File: config.mk
export PLATFORM = sky130hd
export DESIGN_NAME = ram_sdp_init_flat
export DESIGN_NICKNAME = d
export VERILOG_FILES = /design/src/rtl/ram_pkg.sv /design/src/rtl/ram_sdp_init_if.sv /design/src/rtl/ram_init_ctrl.sv /design/src/rtl/ram_sdp_init.sv /design/src/flat_wrapper.sv
export SDC_FILE = /design/constraint.sdc
export NUM_CORES = 1
export LEC_CHECK = 0
export CAP_MARGIN = 10
export CORE_MARGIN = 2
export CORE_UTILIZATION = 59
export CTS_CLUSTER_SIZE = 14
export DETAILED_ROUTE_END_ITERATION = 16
export GPL_TIMING_DRIVEN = 0
export PLACE_DENSITY = 0.8
export SLEW_MARGIN = 0
export SYNTH_ARGS = -nofsm -noshare
export SYNTH_HDL_FRONTEND = slang
export SYNTH_SLANG_ARGS = --single-unit
File: constraint.sdc
create_clock -name clock -period 2.7 [get_ports clock]
set_clock_uncertainty 0.2 [all_clocks]
set_input_delay 0.54 -clock clock [delete_from_list [all_inputs] [get_ports clock]]
set_output_delay 0.54 -clock clock [all_outputs]
set_load 0.03 [all_outputs]
File: src/rtl/ram_pkg.sv
// Shared encodings and helpers for the simple-dual-port RAM.
// Holds RDW policy codes, clear-FSM states and byte parity.
package ram_pkg;

  localparam int RDW_OLD = 0;
  localparam int RDW_NEW = 1;

  typedef enum logic {
    ST_CLEAR = 1'b0,
    ST_READY = 1'b1
  } clr_state_e;

  function automatic logic byte_parity(
    input logic [7:0] b
  );
    return ^b;
  endfunction

endpackage

File: src/rtl/ram_sdp_init_if.sv
// Write/read/init port bundle for ram_sdp_init.
// Master drives requests; slave returns read data and status.
interface ram_sdp_init_if #(
  parameter int AWIDTH = 3,
  parameter int DWIDTH = 32
);
  localparam int NBYTES = DWIDTH / 8;

  logic              wr_en;
  logic [AWIDTH-1:0] wr_addr;
  logic [DWIDTH-1:0] wr_data;
  logic [NBYTES-1:0] wr_be;
  logic              rd_en;
  logic [AWIDTH-1:0] rd_addr;
  logic [DWIDTH-1:0] rd_data;
  logic              rd_valid;
  logic              init_req;
  logic              init_busy;
  logic              parity_err;

  modport master (
    output wr_en, wr_addr, wr_data, wr_be,
    output rd_en, rd_addr, init_req,
    input  rd_data, rd_valid,
    input  init_busy, parity_err
  );

  modport slave (
    input  wr_en, wr_addr, wr_data, wr_be,
    input  rd_en, rd_addr, init_req,
    output rd_data, rd_valid,
    output init_busy, parity_err
  );

endinterface

File: src/rtl/ram_init_ctrl.sv
// Clear engine: sweeps every address writing INIT_VALUE after
// reset or on init_req, and flags the array busy meanwhile.
module ram_init_ctrl
  import ram_pkg::*;
#(
  parameter int              AWIDTH     = 3,
  parameter int              DWIDTH     = 32,
  parameter logic [DWIDTH-1:0] INIT_VALUE = '0
) (
  input  logic              clock,
  input  logic              reset,
  input  logic              init_req,
  output logic              init_busy,
  output logic              clr_we,
  output logic [AWIDTH-1:0] clr_addr,
  output logic [DWIDTH-1:0] clr_data
);

  clr_state_e        state_q, state_d;
  logic [AWIDTH-1:0] cnt_q, cnt_d;
  logic              busy_q, busy_d;

  always_comb begin
    state_d = state_q;
    cnt_d   = cnt_q;
    busy_d  = busy_q;
    unique case (state_q)
      ST_CLEAR: begin
        cnt_d = cnt_q + 1'b1;
        if (&cnt_q) begin
          state_d = ST_READY;
          busy_d  = 1'b0;
        end
      end
      ST_READY: begin
        if (init_req) begin
          state_d = ST_CLEAR;
          cnt_d   = '0;
          busy_d  = 1'b1;
        end
      end
      default: begin
        state_d = ST_CLEAR;
        cnt_d   = '0;
        busy_d  = 1'b1;
      end
    endcase
  end

  always_ff @(posedge clock or posedge reset) begin
    if (reset) begin
      state_q <= ST_CLEAR;
      cnt_q   <= '0;
      busy_q  <= 1'b1;
    end else begin
      state_q <= state_d;
      cnt_q   <= cnt_d;
      busy_q  <= busy_d;
    end
  end

  assign init_busy = busy_q;
  assign clr_we    = (state_q == ST_CLEAR);
  assign clr_addr  = cnt_q;
  assign clr_data  = INIT_VALUE;

endmodule

File: src/rtl/ram_sdp_init.sv
// Simple-dual-port RAM with byte enables, RDW policy, optional
// output register and self-clear. Optional: RAM_PARITY_EN.
module ram_sdp_init
  import ram_pkg::*;
#(
  parameter int                AWIDTH     = 3,
  parameter int                DWIDTH     = 32,
  parameter int                OUT_REG    = 0,
  parameter int                RDW_MODE   = RDW_OLD,
  parameter logic [DWIDTH-1:0] INIT_VALUE = '0
) (
  input logic           clock,
  input logic           reset,
  ram_sdp_init_if.slave bus
);

  localparam int DEPTH  = 1 << AWIDTH;
  localparam int NBYTES = DWIDTH / 8;

  logic [DWIDTH-1:0] mem [DEPTH];

  logic              busy;
  logic              clr_we;
  logic [AWIDTH-1:0] clr_addr;
  logic [DWIDTH-1:0] clr_data;

  ram_init_ctrl #(
    .AWIDTH     (AWIDTH),
    .DWIDTH     (DWIDTH),
    .INIT_VALUE (INIT_VALUE)
  ) u_ctrl (
    .clock     (clock),
    .reset     (reset),
    .init_req  (bus.init_req),
    .init_busy (busy),
    .clr_we    (clr_we),
    .clr_addr  (clr_addr),
    .clr_data  (clr_data)
  );

  logic [NBYTES-1:0] mem_we;
  logic [AWIDTH-1:0] mem_waddr;
  logic [DWIDTH-1:0] mem_wdata;

  always_comb begin
    mem_we    = '0;
    mem_waddr = bus.wr_addr;
    mem_wdata = bus.wr_data;
    if (reset) begin
      mem_we = '0;
    end else if (clr_we) begin
      mem_we    = '1;
      mem_waddr = clr_addr;
      mem_wdata = clr_data;
    end else if (bus.wr_en) begin
      mem_we = bus.wr_be;
    end
  end

  always_ff @(posedge clock) begin
    for (int i = 0; i < NBYTES; i++) begin
      if (mem_we[i])
        mem[mem_waddr][8*i +: 8] <= mem_wdata[8*i +: 8];
    end
  end

  logic              rd_fire;
  logic              coll;
  logic [NBYTES-1:0] byp;
  logic [DWIDTH-1:0] old_word;
  logic [DWIDTH-1:0] rd_word;
  logic              perr;

  // Write-first bypass only touches the bytes being written.
  always_comb begin
    rd_fire  = bus.rd_en && !busy;
    coll     = (RDW_MODE == RDW_NEW) && bus.wr_en && !busy
               && (bus.wr_addr == bus.rd_addr);
    old_word = mem[bus.rd_addr];
    rd_word  = old_word;
    byp      = '0;
    for (int i = 0; i < NBYTES; i++) begin
      byp[i] = coll && bus.wr_be[i];
      if (byp[i])
        rd_word[8*i +: 8] = bus.wr_data[8*i +: 8];
    end
  end

`ifdef RAM_PARITY_EN
  logic [NBYTES-1:0] par_mem [DEPTH];

  always_ff @(posedge clock) begin
    for (int i = 0; i < NBYTES; i++) begin
      if (mem_we[i])
        par_mem[mem_waddr][i] <= byte_parity(mem_wdata[8*i +: 8]);
    end
  end

  // Bypassed bytes carry fresh data, so only stored bytes are checked.
  always_comb begin
    perr = 1'b0;
    for (int i = 0; i < NBYTES; i++) begin
      if (!byp[i] && (byte_parity(old_word[8*i +: 8])
                      != par_mem[bus.rd_addr][i]))
        perr = 1'b1;
    end
  end
`else
  assign perr = 1'b0;
`endif

  logic [DWIDTH-1:0] rd_data_q, rd_data_d;
  logic              rd_valid_q, rd_valid_d;
  logic              perr_q, perr_d;

  always_comb begin
    rd_data_d  = rd_fire ? rd_word : rd_data_q;
    rd_valid_d = rd_fire;
    perr_d     = rd_fire && perr;
  end

  always_ff @(posedge clock or posedge reset) begin
    if (reset) begin
      rd_data_q  <= '0;
      rd_valid_q <= 1'b0;
      perr_q     <= 1'b0;
    end else begin
      rd_data_q  <= rd_data_d;
      rd_valid_q <= rd_valid_d;
      perr_q     <= perr_d;
    end
  end

  generate
    if (OUT_REG != 0) begin : g_oreg
      logic [DWIDTH-1:0] o_data_q, o_data_d;
      logic              o_valid_q, o_valid_d;
      logic              o_perr_q, o_perr_d;

      always_comb begin
        o_data_d  = rd_valid_q ? rd_data_q : o_data_q;
        o_valid_d = rd_valid_q;
        o_perr_d  = perr_q;
      end

      always_ff @(posedge clock or posedge reset) begin
        if (reset) begin
          o_data_q  <= '0;
          o_valid_q <= 1'b0;
          o_perr_q  <= 1'b0;
        end else begin
          o_data_q  <= o_data_d;
          o_valid_q <= o_valid_d;
          o_perr_q  <= o_perr_d;
        end
      end

      assign bus.rd_data    = o_data_q;
      assign bus.rd_valid   = o_valid_q;
      assign bus.parity_err = o_perr_q;
    end else begin : g_noreg
      assign bus.rd_data    = rd_data_q;
      assign bus.rd_valid   = rd_valid_q;
      assign bus.parity_err = perr_q;
    end
  endgenerate

  assign bus.init_busy = busy;

endmodule

File: src/flat_wrapper.sv
// flat-port wrapper written by rule: the top's interface ports become plain ports
module ram_sdp_init_flat import ram_pkg::*;
#(
  parameter int                AWIDTH     = 3,
  parameter int                DWIDTH     = 32,
  parameter int                OUT_REG    = 0,
  parameter int                RDW_MODE   = RDW_OLD,
  parameter logic [DWIDTH-1:0] INIT_VALUE = '0
)
  (clock, reset, bus_wr_en, bus_wr_addr, bus_wr_data, bus_wr_be, bus_rd_en, bus_rd_addr, bus_init_req, bus_rd_data, bus_rd_valid, bus_init_busy, bus_parity_err);
  ram_sdp_init_if #(.AWIDTH(AWIDTH), .DWIDTH(DWIDTH)) bus_i ();
  input logic clock;
  input logic reset;
  input wire logic [$bits(bus_i.wr_en)-1:0] bus_wr_en;
  input wire logic [$bits(bus_i.wr_addr)-1:0] bus_wr_addr;
  input wire logic [$bits(bus_i.wr_data)-1:0] bus_wr_data;
  input wire logic [$bits(bus_i.wr_be)-1:0] bus_wr_be;
  input wire logic [$bits(bus_i.rd_en)-1:0] bus_rd_en;
  input wire logic [$bits(bus_i.rd_addr)-1:0] bus_rd_addr;
  input wire logic [$bits(bus_i.init_req)-1:0] bus_init_req;
  output wire logic [$bits(bus_i.rd_data)-1:0] bus_rd_data;
  output wire logic [$bits(bus_i.rd_valid)-1:0] bus_rd_valid;
  output wire logic [$bits(bus_i.init_busy)-1:0] bus_init_busy;
  output wire logic [$bits(bus_i.parity_err)-1:0] bus_parity_err;
  assign bus_i.wr_en = bus_wr_en;
  assign bus_i.wr_addr = bus_wr_addr;
  assign bus_i.wr_data = bus_wr_data;
  assign bus_i.wr_be = bus_wr_be;
  assign bus_i.rd_en = bus_rd_en;
  assign bus_i.rd_addr = bus_rd_addr;
  assign bus_i.init_req = bus_init_req;
  assign bus_rd_data = bus_i.rd_data;
  assign bus_rd_valid = bus_i.rd_valid;
  assign bus_init_busy = bus_i.init_busy;
  assign bus_parity_err = bus_i.parity_err;
  ram_sdp_init #(.AWIDTH(AWIDTH), .DWIDTH(DWIDTH), .OUT_REG(OUT_REG), .RDW_MODE(RDW_MODE), .INIT_VALUE(INIT_VALUE)) u_core (.clock(clock), .reset(reset), .bus(bus_i));
endmodule
==> results of run 1 <==
## cell type report
type	count	area [µm²]	share of cell area, %
Clock inverter	8	41.3	0.294
Inverter	7	26.3	0.187
Clock buffer	41	768	5.47
Multi-Input combinational cell	378	3180	22.6
Sequential cell	294	8640	61.5
Buffer	44	243	1.73
Tap cell	270	338	2.40
Timing Repair Buffer	81	818	5.82
## where the power goes
part / total, µW / switching (µW) / leakage (µW) / internal [µW]
clock network: 3500 / 1540 / 0.000398 / 1960
registers: 6100 / 263 / 0.00281 / 5840
logic: 2860 / 1860 / 0.00173 / 995
## state kept, by name, indices dropped and copies added, names as in the netlist
register / cells
u_core.u_ctrl.init_busy: 1
u_core.u_ctrl.clr_addr: 3
u_core.bus.rd_valid: 1
u_core.mem: 256
u_core.u_ctrl.state_q: 1
u_core.bus.rd_data: 32
## tightest hold or removal path: cells and delay by family (launching register included)
kind,cells,cell delay [ns]
compound gates,1,0.05
flops,1,0.34
simple gates,1,0.05
## per-layer routing
metal	up-vias	wire (µm)	global-route usage (%)
met3	65	2090	4.06
met5	-	0	0
met1	3537	10900	33.9
met2	338	13900	43.7
li1	3023	-	-
met4	0	885	9.71
## cell families after synthesis
family / count (synthesis) / share of synthesized area, %
muxes: 129 / 11.5
adders and majority gates: 2 / 0.209
other: 1 / 0.0313
AOI/OAI and AO/OA: 121 / 8.50
and+or+nand+nor: 125 / 5.30
buffers and inverters: 52 / 2.28
DFF: 294 / 72.2
## worst max-delay path by stage
stage                                        endpoint  slack, ns  cells past startpoint
after global placement    u_core.mem[7][29]$_DFFE_PP_      -0.96                      4
after detailed placement   u_core.mem[0][4]$_DFFE_PP_      -0.80                      5
after floorplan           u_core.mem[7][10]$_DFFE_PP_       0.25                      3
after global routing      u_core.mem[4][29]$_DFFE_PP_      -0.12                      5
after CTS                 u_core.mem[5][21]$_DFFE_PP_      -0.17                      5
final                     u_core.mem[4][29]$_DFFE_PP_       -0.1                      5
## synth_stat cells, drive strengths merged
cell type	n	area (µm²)
edfxtp	256	7690
and3	4	25.0
nand2b	3	18.8
a31oi	3	25.0
nand4bb	1	11.3
mux2	64	721
nand2	41	154
o211ai	1	7.51
nor4b	2	17.5
a211oi	3	22.5
dfstp	1	26.3
and2	33	206
a21o	8	60.1
o21ai	2	10.0
o31ai	32	365
nand4b	4	35.0
inv	7	26.3
conb	1	3.75
o22ai	34	213
or2	2	12.5
mux2i	65	651
clkbuf	22	82.6
dfrtp	37	926
nor2	27	101
ha	2	25.0
a22o	33	289
a21oi	5	25.0
or3b	1	8.76
nand4	4	25.0
nor2b	2	12.5
buf	23	164
nor4	1	6.26
## stage by stage
| step | cell area [µm²] | TNS, ns | worst slack (ns) | power [µW] |
|---|---|---|---|---|
| global placement | 13100 | -208.33 | -0.958 | 8740 |
| global route | 14100 | -6.80 | -0.122 | 12900 |
| CTS | 14000 | -13.08 | -0.167 | 12400 |
| detailed placement | 13100 | -198.66 | -0.801 | 8890 |
| floorplan | 12000 | 0 | 0.250 | 7810 |
| finish | 14100 | -2.12 | -0.0982 | 12500 |
==> flow_metrics.tcl, run 1 <==
set metrics [dict create \
    start_util_pct 59.7 \
    clk_pin_slew_worst_paths_ns 0.06 \
    crit_type "in2reg" \
    crit_arrival_ns 2.76 \
    drtPass1Iterations 7 \
    cts_setup_buffers 0 \
    outcome "finished with violations" \
    pwr_density_cell_nw_per_um2 886 \
    grt_start_max_net_pins 34 \
    dp_cells 1075 \
    path_cells "clkdlybuf4s50_1 -> buf_2 -> nor4b_1 -> a31oi_2 -> nor2_2" \
    mostFrequentLayoutCells "edfxtp_1 (256), clkdlybuf4s50_1 (79), mux2i_1 (65)" \
    cap_violations 0 \
    place.gp.congestion 0.920 \
    p_leak_uw 0.00494 \
    yosysSeqAreaShare_pct 72.2 \
    worst_slew_pin_slew_ns 0.924 \
    port_buffers 79 \
    final_core_util_pct 70.1 \
    io_pins 82 \
    stdcell_count 1123 \
    die_area_um2 21400 \
    crit_path_start_kind "input port" \
    r2r_slack_ns 0.10 \
    slowest_delay_ns 0.62 \
    num_rows 52 \
    crit_path_top_delay_cell "nor2_2" \
    clkLatencyLatePin_ns 0.53 \
    cp.required_ns 2.66 \
    finalCritPeriodShare_pct 104 \
    hold_path.class "reg2reg" \
    die_w_um 146 \
    finalHoldViolCount 0 \
    cts_buffers 27 \
    ys_types 38 \
    syn_nets 773 \
    min_from "u_core.bus.rd_data[11]$_DFFE_PP0P_" \
    final_common_cell "edfxtp_1" \
    clk_path_buf_depth 3 \
    grt_pass1_wl_mm 41.2 \
    cts-root-buf "clkbuf_16" \
    avgSynthCellArea_um2 16.5 \
    num_vias 6963 \
    cts_tree "done" \
    relSlewSlack_pct 38.4 \
    critPathTopFamily "simple AND/OR/NAND/NOR gates" \
    drive_above_1_share_pct 21.5 \
    postSynthRegisterBits 294 \
    critical_path.endpoint_type "register" \
    diodes 0 \
    routedWlPerCell_um 24.7 \
    fill_cells 1276 \
    r2r_start "u_core.u_ctrl.state_q$_DFF_PP0_" \
    num-nets-final 882 \
    hold_ws_ns 0.280 \
    finalWirelength_mm 27.7 \
    crit_start "reset" \
    ant_nets 0 \
    grtUsageTotal_pct 25.7 \
    grt_pass1_vias 7098 \
    cts_hold_buf 0 \
    whs_path_depth 2 \
    hold_end "u_core.bus.rd_data[11]$_DFFE_PP0P_" \
    period_minus_slack_ns 2.80 \
    grt_overflow_total 0 \
    area_delta_synth_final_pct 17.5 \
    r2r_end "u_core.mem[4][29]$_DFFE_PP_" \
    core_area_um2 20000 \
    numClockSinks 294 \
    antenna_found_initial 0 \
    final-setup-viol-count 32 \
    netlist_instances 724 \
    die_h_um 146 \
    first_iter_violations 684 \
    cts_resized 19 \
    drv_slew 0 \
    r2r.worst_path.cells 4 \
    drc 0 \
    yosysWarnings 0 \
    critPathMaxFanout 10 \
    setup_ws_ns -0.0982 \
    drt-vias-per-instance 6.20 \
    clock.fmax_ghz 0.357 \
    violations "negative setup slack" \
    max-vdd-ir-drop_mv 0.481 \
    dpl.hpwl_mm 17.8 \
    h-tree-depth 1 \
    syn_area_um2 12000 \
    rsz0062_at_grt "yes" \
    worst-path-buf-inv 2 \
]
Power figures use the tool's default switching activity.
==> run 2, diff against run 1 <==
- CTS_CLUSTER_DIAMETER: default -> 100
- REMOVE_ABC_BUFFERS: default -> 1
- SKIP_CTS_REPAIR_TIMING: default -> 1
==> run 2 against run 1 <==
  * The run still ends with negative setup slack left
  * Design area is 0.79% lower
  * Final cell count down 3.8%
  * Count of clock-buffer cells in the layout increased by 2
  * Critical path type is now reg2reg
  * Largest cell class unchanged
==> flow_metrics.tcl, run 2 (synthesis results as in run 1) <==
set metrics [dict create \
    dpl.hpwl_mm 14.4 \
    cts-root-buf "clkbuf_16" \
    cts_tree "done" \
    clk_pin_slew_worst_paths_ns 0.07 \
    start_util_pct 59.7 \
    dp_cells 1034 \
    rsz0062_at_grt "yes" \
    place.gp.congestion 0.802 \
    die_h_um 146 \
    cts_buffers 24 \
    die_area_um2 21400 \
    grt_start_max_net_pins 66 \
    die_w_um 146 \
    drc 0 \
    pwr_density_cell_nw_per_um2 870 \
    period_minus_slack_ns 2.80 \
    crit_type "reg2reg" \
    fin_area_um2 13900 \
    grtUsageTotal_pct 23.0 \
    core_area_um2 20000 \
    numClockSinks 294 \
    num_vias 6554 \
    cp.required_ns 2.62 \
    max-vdd-ir-drop_mv 0.561 \
    area_delta_synth_final_pct 16.6 \
    violations "negative setup slack" \
    grt_pass1_vias 6658 \
    grt_pass1_wl_mm 37.1 \
    cap_violations 0 \
    clkLatencyLatePin_ns 0.52 \
    io_pins 82 \
    crit_path_start_kind "register" \
    first_iter_violations 591 \
    routedWlPerCell_um 23.5 \
    finalWirelength_mm 25.4 \
    hold_path.class "in2async" \
    port_buffers 80 \
    grt_overflow_total 0 \
    h-tree-depth 1 \
    worst_slew_pin_slew_ns 1.04 \
    final-setup-viol-count 32 \
    placed_area_um2 13000 \
    clk_path_buf_depth 3 \
    finalCritPeriodShare_pct 104 \
    critPathMaxFanout 33 \
    num_rows 52 \
    antenna_found_initial 2 \
    crit_arrival_ns 2.73 \
    setup_ws_ns -0.105 \
    drtPass1Iterations 5 \
    mostFrequentLayoutCells "edfxtp_1 (256), clkdlybuf4s50_1 (78), mux2i_1 (65)" \
    dp_slack_ns -1.65 \
    ant_nets 0 \
    relSlewSlack_pct 30.2 \
    p_leak_uw 0.00482 \
    clock.fmax_ghz 0.357 \
    drt-vias-per-instance 6.07 \
    setup_tns_ns -2.31 \
    drv_slew 0 \
    regMostFlops "u_core.mem" \
    num-nets-final 840 \
    finalHoldViolCount 0 \
    outcome "finished with violations" \
    critical_path.endpoint_type "register" \
    stdcell_count 1080 \
    drive_above_1_share_pct 19.9 \
    largest_register_ffs 256 \
    final_common_cell "edfxtp_1" \
]
[run 2: stage by stage]
stage	hold WS, ns	util (%)	total power (µW)
finish	0.228	69.6	12100
global route	0.267	69.6	12600
CTS	0.290	68.5	12000
detailed placement	0.276	65.0	8810
global placement	0.261	64.2	8680
floorplan	0.353	-	7710
[run 2: final timing paths]
check / from / to / depth (start not counted) / slack [ns]
max reg2reg: u_core.u_ctrl.state_q$_DFF_PP0_ / u_core.mem[7][19]$_DFFE_PP_ / 3 / -0.10
min reg2reg: u_core.bus.rd_data[23]$_DFFE_PP0P_ / u_core.bus.rd_data[23]$_DFFE_PP0P_ / 2 / 0.28
min in group clock: u_core.bus.rd_data[23]$_DFFE_PP0P_ / u_core.bus.rd_data[23]$_DFFE_PP0P_ / 2 / 0.28
min: reset / u_core.bus.rd_data[27]$_DFFE_PP0P_ / 2 / 0.23
max in group asynchronous: reset / u_core.u_ctrl.init_busy$_DFFE_PP1P_ / 3 / 1.47
max: u_core.u_ctrl.state_q$_DFF_PP0_ / u_core.mem[7][19]$_DFFE_PP_ / 3 / -0.10
[run 2: metal layers]
| metal | vias up | global-route usage, % | share of wire (%) |
|---|---|---|---|
| met2 | 258 | 39.4 | 51 |
| met5 | - | 0 | 0 |
| met1 | 3293 | 30.7 | 39 |
| li1 | 2950 | - | - |
| met3 | 53 | 3.88 | 6.9 |
| met4 | 0 | 6.75 | 2.7 |
[run 2: critical path, stage by stage (launching register included)]
cell and delay, ns:
dfrtp_2 0.61, or3b_1 0.47, a22o_1 0.30, nor2b_1 0.83
[run 2: layout make-up]
class / instances / area [µm²]
Tap cell: 270 / 338
Sequential cell: 294 / 8640
Timing Repair Buffer: 85 / 935
Multi-Input combinational cell: 379 / 3310
Inverter: 7 / 26.3
Clock buffer: 43 / 693
Fill cell: 1305 / 6090
Antenna cell: 2 / 5.00
[run 2: power by group]
group          switching, µW  total (µW)  internal, µW
Sequential               328        6160          5830
Combinational           1800        2800           995
Clock                   1450        3170          1730
